<file path="src/rtl/spi_master_multi_cs.sv">
`default_nettype none
// ============================================================================
// Module   : spi_master_multi_cs
// Brief    : SPI master with NUM_CS one-hot chip selects and multi-word bursts
//            under one CS assertion. Define SPI_LSB_FIRST_EN to add i_LSB_First.
// Revision : 1.0 - initial release
// ============================================================================
module spi_master_multi_cs #(
    parameter int SPI_MODE          = 0,
    parameter int WORD_WIDTH        = 8,
    parameter int NUM_CS            = 4,
    parameter int CLKS_PER_HALF_BIT = 2,
    parameter int CS_INACTIVE_CLKS  = 1,
    parameter int MAX_WORDS_PER_CS  = 2,
    localparam int CW               = $clog2(MAX_WORDS_PER_CS + 1),
    // One bit wider than a bare select index so out-of-range requests are expressible.
    localparam int SEL_W            = $clog2(NUM_CS + 1)
) (
    input  logic                  clk,
    input  logic                  rst,
    input  logic [SEL_W-1:0]      i_CS_Sel,
`ifdef SPI_LSB_FIRST_EN
    input  logic                  i_LSB_First,
`endif
    input  logic [CW-1:0]         i_TX_Count,
    input  logic [WORD_WIDTH-1:0] i_TX_Word,
    input  logic                  i_TX_En,
    output logic                  o_TX_Ready,
    output logic                  o_Sel_Err,
    output logic [WORD_WIDTH-1:0] o_RX_Word,
    output logic                  o_RX_En,
    output logic [CW-1:0]         o_RX_Count,
    output logic                  o_SPCK,
    output logic                  o_MOSI,
    input  logic                  i_MISO,
    output logic [NUM_CS-1:0]     o_CS_n
);

    localparam logic CPOL = 1'((SPI_MODE >> 1) & 1);
    localparam logic CPHA = 1'(SPI_MODE & 1);
    localparam int   HW   = $clog2(CLKS_PER_HALF_BIT);
    localparam int   EW   = $clog2(2 * WORD_WIDTH + 1);
    localparam int   GW   = $clog2(CS_INACTIVE_CLKS + 1);

    localparam logic [HW-1:0] HALF_MAX  = HW'(CLKS_PER_HALF_BIT - 1);
    localparam logic [EW-1:0] EDGE_LAST = EW'(2 * WORD_WIDTH - 1);
    localparam logic [GW-1:0] GAP_MAX   = GW'(CS_INACTIVE_CLKS - 1);

    typedef enum logic [1:0] {
        ST_IDLE      = 2'd0,
        ST_XFER      = 2'd1,
        ST_WAIT_NEXT = 2'd2,
        ST_CS_GAP    = 2'd3
    } state_t;

    state_t                state_q, state_d;
    logic                  ready_q, ready_d;
    logic                  sel_err_q, sel_err_d;
    logic [WORD_WIDTH-1:0] rx_word_q, rx_word_d;
    logic                  rx_en_q, rx_en_d;
    logic [CW-1:0]         rx_count_q, rx_count_d;
    logic                  spck_q, spck_d;
    logic                  mosi_q, mosi_d;
    logic [NUM_CS-1:0]     cs_n_q, cs_n_d;
    logic [CW-1:0]         cnt_q, cnt_d;
    logic [WORD_WIDTH-1:0] tx_shift_q, tx_shift_d;
    logic [WORD_WIDTH-1:0] rx_shift_q, rx_shift_d;
    logic [HW-1:0]         clk_cnt_q, clk_cnt_d;
    logic [EW-1:0]         edge_cnt_q, edge_cnt_d;
    logic [GW-1:0]         gap_cnt_q, gap_cnt_d;

    logic w_sel_ok;
    logic w_load;
    logic w_sample;
    logic w_last;
    logic w_lsb_load;
    logic lsb_q;

    assign w_sel_ok = (i_CS_Sel < SEL_W'(NUM_CS));
    // Even edge count means the next SPCK edge is a leading one.
    assign w_sample = (~edge_cnt_q[0]) ^ CPHA;
    assign w_last   = (edge_cnt_q == EDGE_LAST);

`ifdef SPI_LSB_FIRST_EN
    logic lsb_d;
    assign w_lsb_load = (state_q == ST_IDLE) ? i_LSB_First : lsb_q;
    assign lsb_d      = (state_q == ST_IDLE && i_TX_En && ready_q && w_sel_ok)
                        ? i_LSB_First : lsb_q;

    always_ff @(posedge clk or posedge rst) begin
        if (rst) begin
            lsb_q <= 1'b0;
        end else begin
            lsb_q <= lsb_d;
        end
    end
`else
    assign lsb_q      = 1'b0;
    assign w_lsb_load = 1'b0;
`endif

    function automatic logic first_bit(input logic [WORD_WIDTH-1:0] v, input logic lsb);
        return lsb ? v[0] : v[WORD_WIDTH-1];
    endfunction

    function automatic logic [WORD_WIDTH-1:0] shift_out(input logic [WORD_WIDTH-1:0] v,
                                                        input logic lsb);
        return lsb ? (v >> 1) : (v << 1);
    endfunction

    function automatic logic [WORD_WIDTH-1:0] shift_in(input logic [WORD_WIDTH-1:0] v,
                                                       input logic lsb, input logic b);
        return lsb ? {b, v[WORD_WIDTH-1:1]} : {v[WORD_WIDTH-2:0], b};
    endfunction

    always_comb begin
        state_d    = state_q;
        ready_d    = ready_q;
        sel_err_d  = 1'b0;
        rx_word_d  = rx_word_q;
        rx_en_d    = 1'b0;
        rx_count_d = rx_count_q;
        spck_d     = spck_q;
        mosi_d     = mosi_q;
        cs_n_d     = cs_n_q;
        cnt_d      = cnt_q;
        tx_shift_d = tx_shift_q;
        rx_shift_d = rx_shift_q;
        clk_cnt_d  = clk_cnt_q;
        edge_cnt_d = edge_cnt_q;
        gap_cnt_d  = gap_cnt_q;
        w_load     = 1'b0;

        case (state_q)
            ST_IDLE: begin
                ready_d = 1'b1;
                if (i_TX_En && ready_q) begin
                    if (w_sel_ok) begin
                        w_load     = 1'b1;
                        cnt_d      = (i_TX_Count == '0) ? CW'(1) : i_TX_Count;
                        rx_count_d = '0;
                        for (int i = 0; i < NUM_CS; i++) begin
                            cs_n_d[i] = (i_CS_Sel != SEL_W'(i));
                        end
                        state_d = ST_XFER;
                    end else begin
                        sel_err_d = 1'b1;
                    end
                end
            end

            ST_WAIT_NEXT: begin
                if (i_TX_En && ready_q) begin
                    w_load  = 1'b1;
                    state_d = ST_XFER;
                end
            end

            ST_XFER: begin
                if (clk_cnt_q == HALF_MAX) begin
                    clk_cnt_d  = '0;
                    spck_d     = ~spck_q;
                    edge_cnt_d = edge_cnt_q + 1'b1;
                    if (w_sample) begin
                        rx_shift_d = shift_in(rx_shift_q, lsb_q, i_MISO);
                    end else if (!w_last) begin
                        mosi_d     = first_bit(tx_shift_q, lsb_q);
                        tx_shift_d = shift_out(tx_shift_q, lsb_q);
                    end
                    if (w_last) begin
                        rx_en_d    = 1'b1;
                        rx_word_d  = rx_shift_d;
                        rx_count_d = rx_count_q + 1'b1;
                        if (rx_count_d < cnt_q) begin
                            state_d = ST_WAIT_NEXT;
                            ready_d = 1'b1;
                        end else begin
                            state_d   = ST_CS_GAP;
                            cs_n_d    = '1;
                            gap_cnt_d = '0;
                        end
                    end
                end else begin
                    clk_cnt_d = clk_cnt_q + 1'b1;
                end
            end

            ST_CS_GAP: begin
                if (gap_cnt_q == GAP_MAX) begin
                    state_d = ST_IDLE;
                    ready_d = 1'b1;
                end else begin
                    gap_cnt_d = gap_cnt_q + 1'b1;
                end
            end

            default: state_d = ST_IDLE;
        endcase

        // With CPHA=1 the first bit goes out on the leading edge, so MOSI is left alone here.
        if (w_load) begin
            ready_d    = 1'b0;
            clk_cnt_d  = '0;
            edge_cnt_d = '0;
            rx_shift_d = '0;
            tx_shift_d = CPHA ? i_TX_Word : shift_out(i_TX_Word, w_lsb_load);
            mosi_d     = CPHA ? mosi_q : first_bit(i_TX_Word, w_lsb_load);
        end
    end

    always_ff @(posedge clk or posedge rst) begin
        if (rst) begin
            state_q    <= ST_IDLE;
            ready_q    <= 1'b0;
            sel_err_q  <= 1'b0;
            rx_word_q  <= '0;
            rx_en_q    <= 1'b0;
            rx_count_q <= '0;
            spck_q     <= CPOL;
            mosi_q     <= 1'b0;
            cs_n_q     <= '1;
            cnt_q      <= '0;
            tx_shift_q <= '0;
            rx_shift_q <= '0;
            clk_cnt_q  <= '0;
            edge_cnt_q <= '0;
            gap_cnt_q  <= '0;
        end else begin
            state_q    <= state_d;
            ready_q    <= ready_d;
            sel_err_q  <= sel_err_d;
            rx_word_q  <= rx_word_d;
            rx_en_q    <= rx_en_d;
            rx_count_q <= rx_count_d;
            spck_q     <= spck_d;
            mosi_q     <= mosi_d;
            cs_n_q     <= cs_n_d;
            cnt_q      <= cnt_d;
            tx_shift_q <= tx_shift_d;
            rx_shift_q <= rx_shift_d;
            clk_cnt_q  <= clk_cnt_d;
            edge_cnt_q <= edge_cnt_d;
            gap_cnt_q  <= gap_cnt_d;
        end
    end

    assign o_TX_Ready = ready_q;
    assign o_Sel_Err  = sel_err_q;
    assign o_RX_Word  = rx_word_q;
    assign o_RX_En    = rx_en_q;
    assign o_RX_Count = rx_count_q;
    assign o_SPCK     = spck_q;
    assign o_MOSI     = mosi_q;
    assign o_CS_n     = cs_n_q;

endmodule
`default_nettype wire

</file>
<file path="config.mk">
export PLATFORM = sky130hd
export DESIGN_NAME = spi_master_multi_cs
export DESIGN_NICKNAME = d
export VERILOG_FILES = /design/src/rtl/spi_master_multi_cs.sv
export SDC_FILE = /design/constraint.sdc
export NUM_CORES = 1
export LEC_CHECK = 0
export CORE_ASPECT_RATIO = 1.75
export CORE_MARGIN = 8
export CORE_UTILIZATION = 47
export CTS_BUF_LIST = sky130_fd_sc_hd__clkbuf_8 sky130_fd_sc_hd__clkbuf_16
export DETAILED_ROUTE_END_ITERATION = 8
export PLACE_DENSITY = 0.79
export SLEW_MARGIN = 20
export SYNTH_ARGS = -nofsm -noshare
export SYNTH_HDL_FRONTEND = slang
export SYNTH_SLANG_ARGS = --single-unit
</file>
<file path="constraint.sdc">
create_clock -name clk -period 1.96 [get_ports clk]
set_clock_uncertainty 0.2 [all_clocks]
set_input_delay 0.196 -clock clk [delete_from_list [all_inputs] [get_ports clk]]
set_output_delay 0.196 -clock clk [all_outputs]
set_load 0.005 [all_outputs]
</file>
Word-level counts from Yosys, hierarchy flattened:

Index checks and enable logic that the tools add are counted.

* multiplexer cells: 61
* $add $sub $neg: 4
* equal/unequal tests: 19
* order comparisons: 2
* reduce and logical (&&, ||, !) cells: 20
* bitwise logic cells: 1

Operators with widths (number)
* two-way mux 8 bit: 9
* two-way mux 1 bit: 27
* two-way mux 2 bit: 11
* two-way mux 4 bit: 5
* != test 2 bit (second input constant): 8
* two-way mux 5 bit: 3
* != test 3 bit (second input constant): 4
* AND reduction 6 bit: 2
* AND reduction 5 bit: 2
* nonzero test 2 bit: 5
* one-hot mux 2 bit (4 select lines): 1
* one-hot mux 4 bit (2 select lines): 1
* AND reduction 4 bit: 2
* != test 3 x 2 -> 1 bit (second input constant): 2
* AND reduction 3 bit: 2
* adder 5 x 1 -> 5 bit (second input constant): 1
* == test 5 x 4 -> 1 bit (second input constant): 1
* == test 2 bit (second input constant): 2
* zero test 2 bit: 2
* one-hot mux 1 bit (2 select lines): 2
* one-hot mux 2 bit (2 select lines): 1
* AND reduction 2 bit: 2
* nonzero test 4 bit: 1
* < comparator 3 bit (second input constant): 1
* other kinds (9): 10

* logic and storage cells: 122
* output and inout port bits: 19
* bits of input ports: 17
* register bits after elaboration: 46

Longest topological paths before layout:

Gate-level depths: netlist of the first run.

* depth in word-level cells: 7
* depth in mapped cells: 7
* mapped depth without buffers: 7

Worst setup path before layout of the first run:

OpenSTA, ideal clock, no wires.

* path type: flip-flop to flip-flop
* from: register edge_cnt_q[0]
* to: register tx_shift_q[1]
* stages on the path, launching flop included: 7
* clock period less this slack: 2.000 ns
* data arrival time: 1.679 ns
* path slack: -0.040 ns
* path through: dfrtp_1 ha_1 and3_1 ha_1 nor3b_2 nor2_2 a22o_1

* cells in the longest elaborated chain, start to end: 3
* elaborated cells on any way between the ends: 4

Ends and longest elaborated chain
* start, declared: line 69 `logic [EW-1:0] edge_cnt_q, edge_cnt_d;`
* start signal, assigned: line 242 `edge_cnt_q <= edge_cnt_d;`
* == test 5 x 4 -> 1 bit: line 82 `assign w_last = (edge_cnt_q == EDGE_LAST);`
* != test 2 bit (no source line)
* AND reduction 4 bit (no source line) (*)
* end signal, assigned: line 239 `tx_shift_q <= tx_shift_d;`
* end, declared: line 66 `logic [WORD_WIDTH-1:0] tx_shift_q, tx_shift_d;`

Every way passes the cells marked *; elsewhere a longest branch is shown, timed or not.
A chain may end at the register's enable or synchronous reset.

Worst setup path in the final report of the first run:

* from: register rx_count_q[0], in the netlist o_RX_Count[0]
* to: register cs_n_q[2], in the netlist o_CS_n[2]

* cells in the longest elaborated chain, start to end: 4

Ends and longest elaborated chain
* start, declared: line 61 `logic [CW-1:0] rx_count_q, rx_count_d;`
* start signal, assigned: line 234 `rx_count_q <= rx_count_d;`
* adder 2 x 1 -> 2 bit: line 173 `rx_count_d = rx_count_q + 1'b1;`
* < comparator 2 bit: line 174 `if (rx_count_d < cnt_q) begin`
* != test 2 bit (no source line)
* AND reduction 6 bit (no source line)
* end signal, assigned: line 237 `cs_n_q <= cs_n_d;`
* end, declared: line 64 `logic [NUM_CS-1:0] cs_n_q, cs_n_d;`

No other way between the ends.

==> metrics list, run 1 <==
* Outcome: complete, no violations
- After Yosys synthesis, XOR and XNOR cells account for 2.18% of the synthesized area.
- The die is 103 µm tall.
- IR drop worst, VDD: 0.869 mV
- First-pass GRT wire length: 7.09 mm
- The via count of the first global-routing pass was 1,581.
- The count of nets left with antenna violations once routing finished came out at 0.
* CP max stage delay: 0.40 ns
- Total vias in the final route: 1,509
- Final Wtd Congestion: 0.763
- Counting I/O delays and the setup requirement, the final critical path takes 1.91 ns.
- Cells with a size suffix above 1 make up 17.8% of the layout.
* Worst slew margin: 75.6%
- Total negative slack for setup checks: 0 ns
* Class of the tightest hold or removal check: reg2reg
* Drt first pass iters: 4
- The number of slew-limit violations in the final report was 0.
- After synthesis, the share of flip-flops with an asynchronous set or reset is 100%.
- After global routing the overflow that remains totals 0.
* Final wirelength: 4.13 mm
* Complex-gate fraction of the synthesized area: 15.1%
- Final net count: 260
- The initial antenna violation count is 0.
- The initialized floorplan defines 31 standard-cell rows.
- Derived from the worst setup path, the maximum achievable clock frequency is 524 MHz.
* Prevailing post-synth register cell: sky130_fd_sc_hd__dfrtp_1
* Crit path max-delay cell type: sky130_fd_sc_hd__dfrtp_1
* Mean cell area of the mapped netlist: 10.8 µm²
* 1st-iter DRT viols: 40
- The tree is rooted in a sky130_fd_sc_hd__clkbuf_8.
* Netlist area before placement: 2010 µm²
* CP Data Required Time: 1.99 ns
- In this run the worst path has a maximum fanout of 4.
- Area of the placeable core: 4110 µm²
- Area added between synthesis and finish: 33.3%
- Wire length per cell: 14.2 µm
- TritonCTS clock tree: built
- Setup violations remaining at the end of the flow were counted as 0.
* Final routed DRC violation total: 0
- Part of the Yosys area used for sequential elements: 54.9%
- For this design the static power due to leakage is 0.00126 µW.
- The final hold violation count is 0.
- Synthesized flop and latch total: 44
- The worst setup path is launched from a flop.
* Final cycle utilization of the critical path: 97.3%
* Fraction of post-synthesis cell area in the top cell type by area: 49.7%
* CTS H-Tree Depth: 2
- Io pins: 36
- From left edge to right edge, the die measures 65.5 µm.
- Dividing total power by cell area gives a power density of 1250 nW/µm².
- The worst setup path is captured at a flop.
- The synthesized netlist contains 36 unique library cells.
* MaxCap Viol Count: 0
* Synth Area in Adders: 1.86%
* Area leader, netlist: sky130_fd_sc_hd__dfrtp_1
- Clock slew seen by the registers of the worst setup and hold paths: 0.08 ns
- TritonCTS created 5 clock buffers.
- Die area: 6720 µm²
- Ranking of synthesized cells by area: sky130_fd_sc_hd__dfrtp_1 50%, sky130_fd_sc_hd__nand2_1 5.8%, sky130_fd_sc_hd__dfstp_2 5.2%, sky130_fd_sc_hd__mux2i_1 4.0%, sky130_fd_sc_hd__a22o_1 3.5%
- Initial cell density of the core: 49.0%
- Input and output buffers added on the ports amount to 35.
* Main combinational cell family by area after synthesis: simple AND/OR/NAND/NOR gates
* Skew-Pair Late Insertion Delay: 0.30 ns
- Post-route design area: 2680 µm²
- Worst-case clock buffer depth: 2
- At the pin with the least slew margin, the transition time is 0.366 ns.
* Global Route Usage Sum: 13.3%
- The critical path in this run is classified as reg2reg.
* Vias per Instance: 5.20
- Number of sinks handled by clock tree synthesis: 44
- The synthesized netlist devotes 15.6% of its cell area to simple gates.
- The synthesized design contains 0 enable-type register cells.
- Entering global routing, the biggest net connects 27 pins.
- Placed wire-length estimate: 3.05 mm
* Fraction of synthesized area in multiplexers: 7.52%
* CP cell instances: xor2_1 -> ha_1 -> a21boi_4 -> nor2_2 -> a22oi_4 -> mux2_4
* Syn_nets: 206
* Number of instances in the synthesized netlist: 186
* Total placed instance area: 2540 µm²
- Count of warnings emitted by yosys: 0
* Arrival time at the worst endpoint: 1.94 ns
- Antenna diode count: 0
final timing paths:
path / from / to / slack (ns) / depth (start not counted)
setup / recovery: o_RX_Count[0]$_DFFE_PP0P_ / o_CS_n[2]$_DFFE_PP1P_ / 0.05 / 6
hold / removal: tx_shift_q[5]$_DFFE_PP0P_ / tx_shift_q[5]$_DFFE_PP0P_ / 0.28 / 1
max in group asynchronous: rst / clk_cnt_q$_DFFE_PP0P_ / 0.53 / 4
hold reg to reg: tx_shift_q[5]$_DFFE_PP0P_ / tx_shift_q[5]$_DFFE_PP0P_ / 0.28 / 1
min in group asynchronous: rst / o_RX_Count[0]$_DFFE_PP0P_ / 0.54 / 3
setup reg to reg: o_RX_Count[0]$_DFFE_PP0P_ / o_CS_n[2]$_DFFE_PP1P_ / 0.05 / 6
power by group:
part	leakage (µW)	switching, µW	internal (µW)	total, µW
sequential	0.000552	208	1220	1420
combinational	0.000653	632	760	1390
clock	0.0000505	286	240	526
total	0.00126	1130	2220	3340
routing by layer:
| layer | vias to the layer above | global-route usage [%] | wire (µm) |
|---|---|---|---|
| met5 | - | 0 | 0 |
| met4 | 0 | 6.93 | 76 |
| met3 | 6 | 3.59 | 179 |
| met2 | 23 | 23.4 | 2210 |
| met1 | 731 | 14.1 | 1660 |
| li1 | 749 | - | - |
kinds of logic after synthesis:
family	count (synthesis)
mux	13
buf+inv	14
fa+ha+maj	3
flops	44
simple gates	62
xor+xnor	5
compound gates	45
cells in the mapped netlist, types with 2 or more instances:
library cell	number
sky130_fd_sc_hd__ha_1	3
sky130_fd_sc_hd__mux2i_1	8
sky130_fd_sc_hd__mux2_4	4
sky130_fd_sc_hd__nand2b_1	3
sky130_fd_sc_hd__dfrtp_1	40
sky130_fd_sc_hd__nand2_1	31
sky130_fd_sc_hd__o21ai_0	12
sky130_fd_sc_hd__nand3_1	3
sky130_fd_sc_hd__nand3b_1	3
sky130_fd_sc_hd__a21oi_1	12
sky130_fd_sc_hd__nand4_1	2
sky130_fd_sc_hd__xnor2_1	2
sky130_fd_sc_hd__a21o_1	8
sky130_fd_sc_hd__buf_2	3
sky130_fd_sc_hd__a22o_1	8
sky130_fd_sc_hd__nor2b_1	2
sky130_fd_sc_hd__xor2_1	3
sky130_fd_sc_hd__inv_1	6
sky130_fd_sc_hd__nor2_1	9
sky130_fd_sc_hd__dfstp_2	4
sky130_fd_sc_hd__clkbuf_1	5
stage by stage:
step                      hold slack [ns]  total power [µW]  setup WS [ns]  utilization (%)  std cells
after floorplan                     0.127              2190        0.00260                -        186
after detailed placement            0.267              2710         -0.159             61.7        279
after global routing                0.304              3600        -0.0109             65.3        290
final                               0.280              3340         0.0534             65.3        290
after CTS                           0.283              3270        0.00320             64.2        288
after global placement              0.260              2660         -0.108             61.7        279
sequential cells by signal, summed over array words and instances, names as in the netlist:
name and count:
clk_cnt_q 1, cnt_q 2, edge_cnt_q 5, o_CS_n 4, o_MOSI 1, o_RX_Count 2
o_RX_En 1, o_RX_Word 8, o_SPCK 1, o_Sel_Err 1, o_TX_Ready 1, rx_shift_q 8
state_q 2, tx_shift_q 7
layout make-up:
type                            instances  area (µm²)
Timing Repair Buffer                   55         519
Sequential cell                        44        1110
Clock buffer                            5        68.8
Fill cell                             335        1430
Multi-Input combinational cell        128         893
Clock inverter                          3        12.5
Tap cell                               49        61.3
Inverter                                6        22.5
critical path: cells and delay by family (launching register included):
kind,cells,cell delay [ns]
XOR/XNOR,1,0.17
flip-flops,1,0.40
AO/OA/AOI/OAI,2,0.40
AND/OR/NAND/NOR,1,0.06
adder cells (fa/ha/maj),1,0.28
multiplexers,1,0.33
cell usage in the layout, fill, tap and decap left out, drive strengths merged, types with 3 or more instances in the layout:
cell and instances:
clkdlybuf4s50 35, dfstp 4, nand2 31, mux2i 8
clkbuf 5, buf 19, xor2 3, inv 8
dfrtp 40, a22o 8, a21oi 12, nand2b 3
nand3b 4, nor2 10, nand3 3, mux2 5
o21ai 12, a21o 8, ha 3
repair_timing:
action | in CTS | in global routing
endpoints found under the hold margin | 3 | 0
resized for setup | 2 | 6
hold buffers | 1 | 0
pin swaps | 1 | 1
setup buffers | 0 | 2
setup endpoints to repair | 4 | 14
No activity file was read; power rests on OpenSTA's default activity.
==> inputs of run 2 (changes only) <==
Settings changed: ABC_AREA from default to 1, SLEW_MARGIN 20 to 40.
==> run 2 against run 1 <==
Net effect:
- sequential share of layout area grew 0.19 points
- via count grew 23%
- sequential cell count is the same
- die area grew 4.3%
- synthesized cell count grew 44%
- sequential power grew 6%
- utilization shrank 4.1 points
- highest routed layer unchanged
- critical path type unchanged
==> metrics list, run 2 <==
- The critical path in this run is classified as reg2reg.
- Initial cell density of the core: 48.6% (-0.34 points)
- The register bit total from synthesis came to 44 (unchanged).
- The die width was 66.8 µm (+2.0%).
- Die Y-Extent: 105 µm (+2.3%)
- The post-route fraction of the period consumed by the critical path came to 93.5% (-3.8 points).
- Prevailing post-synth register cell: sky130_fd_sc_hd__dfrtp_1
- The worst hold path belongs to the class in2async.
- The biggest cell delay along the critical path is 0.38 ns (-0.02 ns).
* Kind of start point of the critical path: flop
- The average instance area after synthesis came to 7.95 µm² (-27%).
- The highest attainable clock frequency was 546 MHz (+4.1%).
* Part of the Yosys area used for sequential elements: 52.1% (-2.8 points)
- The number of slew-limit violations in the final report is 0 (unchanged).
- Area of combinational cells with multiple inputs: 882 µm² (-1.3%)
- By area the synthesized netlist is led by sky130_fd_sc_hd__dfrtp_1 47%, sky130_fd_sc_hd__nand2_1 16%, sky130_fd_sc_hd__nand3_1 8.5%, sky130_fd_sc_hd__dfstp_2 5.0%, sky130_fd_sc_hd__inv_1 5.0%.
- Counting instances in the post-synthesis netlist gives the leading cell types as 92 x sky130_fd_sc_hd__nand2_1, 40 x sky130_fd_sc_hd__dfrtp_1, 36 x sky130_fd_sc_hd__nand3_1, 28 x sky130_fd_sc_hd__inv_1, 19 x sky130_fd_sc_hd__o21ai_0.
- Leakage power figure: 0.00134 µW (+6.4%)
- The average routed wire per standard cell is 13.0 µm (-8.8%).
- The detailed-route wire length was 4.72 mm (+14%).
* Antenna violations before repair: 0 (unchanged)
- Post-synthesis cell type count: 22 (-39%)
* Async S/R FF share, synth: 100% (unchanged)
- Metal-1 WL: 1.86 mm (+12%)
- The area after detailed placement was 2580 µm² (+1.6%).
* Final Wtd Congestion: 0.879 (+15%)
- The placement row count came to 32 (+3.2%).
- The worst vdd rail ir drop came to 0.762 mV (-12%).
* Area added between synthesis and finish: 25.9%
* Io pins: 36 (unchanged)
- The flow ran to the end, and the final reports show no timing, DRC or antenna violations.
- The via count of the first global-routing pass was 1,895 (+20%).
- Area of the placeable core: 4360 µm² (+6.1%)
- Total power after layout: 3840 µW (+15%)
* Input/output buffers: 35 (unchanged)
- The reg2reg setup slack was 0.13 ns (+0.07 ns).
- The highest metal layer carrying signal wires in the routed design is met4.
* Seq. cell area: 1110 µm² (unchanged)
- Leaving out fill and tap cells, the most frequent cell in the layout is sky130_fd_sc_hd__nand2_1.
- Routed met2 length: 2.57 mm (+16%)
* Setup repair after global routing missed its margin: false
* Placed wire-length estimate: 3.59 mm (+17%)
- CP Data Required Time: 2.01 ns (+0.02 ns)
- Die area: 7010 µm² (+4.3%)
* Arrival time at the worst endpoint: 1.89 ns (-0.05 ns)
- Number of sinks handled by clock tree synthesis: 44 (unchanged)
- The number of nets with antenna violations after detailed routing came to 0 (unchanged).
- Share of cells above drive strength 1: 10.2% (-7.6 points)
- The number of clock buffers inserted by TritonCTS is 5 (unchanged).
* CP cell instances: ha_2 -> inv_1 -> nor2_1 -> ha_1 -> inv_1 -> a21oi_2 -> nand2_2 -> nor2_4 -> nand2_1 -> nand2_1
* TritonCTS clock tree: built
- Pin count of the biggest net entering global routing: 27 (unchanged)
- The number of DRC markers after the initial detailed-route iteration was 63 (+57%).
- Worst slew margin: 78.1% (+2.6 points)
- Minimum period implied by the final worst setup slack: 1.83 ns (-0.0748 ns)
- The CTS clock-pin slew for the worst setup and hold paths is 0.09 ns (about the same).
* Count of warnings emitted by yosys: 0 (unchanged)
* Final net count: 333 (+28%)
- Count of non-filler cells in the finished layout: 364 (+26%)
- Crit path max-delay cell type: sky130_fd_sc_hd__dfrtp_1
* Post-route design area: 2670 µm² (-0.47%)
- The detailed-route via count is 1,851 (+23%).
- The summed instance area of the synthesized netlist was 2120 µm² (+5.4%).
- The synthesized netlist net count was 287 (+39%).
* Fillers: 389 (+16%)
- Total overflow reported by the global router: 0 (unchanged)
- Detailed route wirelength on metal3: 200 µm (+12%)
- Number of endpoints with negative hold slack in the final report: 0 (unchanged)
- Total negative slack for setup checks: 0 ns (unchanged)
- Final routed DRC violation total: 0 (unchanged)
- The number of optimization iterations in the first detailed-route pass came to 4 (unchanged).
* Antenna diode count: 0 (unchanged)
- The synthesized design spends more area on one cell type than any other, namely sky130_fd_sc_hd__dfrtp_1.
- CTS H-Tree Depth: 2 (unchanged)
* Capturing element type of the critical path: flop
- MaxCap Viol Count: 0 (unchanged)
* Number of setup violations in the final report: 0 (unchanged)
- First-pass GRT wire length: 8.28 mm (+17%)
- The number of flops mapped to enable cells by yosys is 0 (unchanged).
* Count of hold-fix buffers inserted at cts: 0 (-1)
* Maximum net fanout on the critical path: 5 (+1)
- Fraction of post-synthesis cell area in the top cell type by area: 47.2% (-2.6 points)
* Skew-Pair Late Insertion Delay: 0.31 ns (about the same)
- Pwr per Cell Area: 1440 nW/µm² (+15%)
* Clock tree root buffer cell: sky130_fd_sc_hd__clkbuf_8
- In the post-synthesis netlist, the cell with the most instances is sky130_fd_sc_hd__nand2_1.
* Global Route Usage Sum: 14.7% (+1.4 points)
* Number of instances in the synthesized netlist: 267 (+44%)
* Worst-case clock buffer depth: 2 (unchanged)
* Placed cell count: 357 (+28%)
* Most used cells in the layout excluding fill and tap cells: 91 x sky130_fd_sc_hd__nand2_1, 40 x sky130_fd_sc_hd__dfrtp_1, 36 x sky130_fd_sc_hd__nand3_1
- Worst slew pin tran: 0.328 ns (-0.0383 ns)
- Vias per Instance: 5.09 (-2.3%)
-- run 2: changes by cell type in the layout (fill, tap and decap cells not counted), moves of 8 or more --
cell                      before  now
sky130_fd_sc_hd__nor2_1        8   16
sky130_fd_sc_hd__a22o_1        8    0
sky130_fd_sc_hd__nand2_1      31   91
sky130_fd_sc_hd__mux2i_1       8    0
sky130_fd_sc_hd__a21oi_1      12    2
sky130_fd_sc_hd__a21o_1        8    0
sky130_fd_sc_hd__inv_1         8   29
sky130_fd_sc_hd__nand3_1       2   36
-- run 2: metrics by stage --
step | worst slack, ns | utilization (%) | hold WS, ns
after floorplan | 0.262 | - | 0.113
after global placement | 0.0577 | 59.1 | 0.258
after detailed placement | 0.0203 | 59.1 | 0.261
after CTS | 0.0432 | 60.9 | 0.0519
after global routing | 0.00586 | 61.2 | 0.0667
final | 0.128 | 61.2 | 0.0361
-- run 2: report_power, final --
part | total, µW | switching, µW | internal (µW) | leakage [µW]
combinational | 1790 | 998 | 791 | 0.000732
sequential | 1510 | 222 | 1290 | 0.000558
clock | 542 | 305 | 238 | 0.0000452
total | 3840 | 1520 | 2320 | 0.00134
-- run 2: per-layer routing --
| layer | vias to the layer above | GRT usage [%] |
|---|---|---|
| met1 | 887 | 15.1 |
| met4 | 0 | 7.83 |
| li1 | 931 | - |
| met3 | 8 | 3.64 |
| met5 | - | 0 |
| met2 | 25 | 25.7 |
-- run 2: repair_timing --
| item | in CTS | in global routing |
|---|---|---|
| endpoints found under the setup margin | 2 | 4 |
| buffers inserted | 0 | 0 |
| gates resized for setup | 1 | 4 |
| pin swaps | 0 | 0 |
-- run 2: cell type report --
| type | count | share of cell area [%] |
|---|---|---|
| Sequential cell | 44 | 41.4 |
| Multi-Input combinational cell | 186 | 33.0 |
| Timing Repair Buffer | 45 | 15.9 |
| Inverter | 31 | 4.36 |
| Clock buffer | 5 | 2.58 |
| Tap cell | 51 | 2.39 |
| Clock inverter | 2 | 0.328 |
-- run 2: path summary, 6_finish.rpt --
check	startpoint	to	depth (start not counted)
setup / recovery	edge_cnt_q[1]$_DFFE_PP0P_	o_CS_n[3]$_DFFE_PP1P_	10
hold / removal	rst	o_Sel_Err$_DFF_PP0_	3
setup reg to reg	edge_cnt_q[1]$_DFFE_PP0P_	o_CS_n[3]$_DFFE_PP1P_	10
hold reg to reg	o_RX_Word[7]$_DFFE_PP0P_	o_RX_Word[7]$_DFFE_PP0P_	2
max in group asynchronous	rst	tx_shift_q[5]$_DFFE_PP0P_	3
min in group clk	i_TX_Word[0]	tx_shift_q[1]$_DFFE_PP0P_	3
-- run 2: worst max-delay path, delay by kind of cell, from the launching register on --
family	cells	cell delay, ns
DFF	1	0.38
adders and majority gates	2	0.39
and+or+nand+nor	5	0.48
AOI/OAI and AO/OA	1	0.16
buffers and inverters	2	0.18
-- run 2: cells by family after synthesis --
logic type                 after synthesis  synth area share, %
DFF                                     44                 52.1
and+or+nand+nor                        150                 29.7
AOI/OAI and AO/OA                       31                 8.49
buffers and inverters                   37                 7.08
xor gates and xnor gates                 2                0.826
adders and majority gates                3                 1.77
==> inputs of run 3 (changes only) <==
Settings changed: CAP_MARGIN from default to 20.
==> results of run 3 <==
Same layout as run 2: the final DEF is identical, and so are final timing and power.
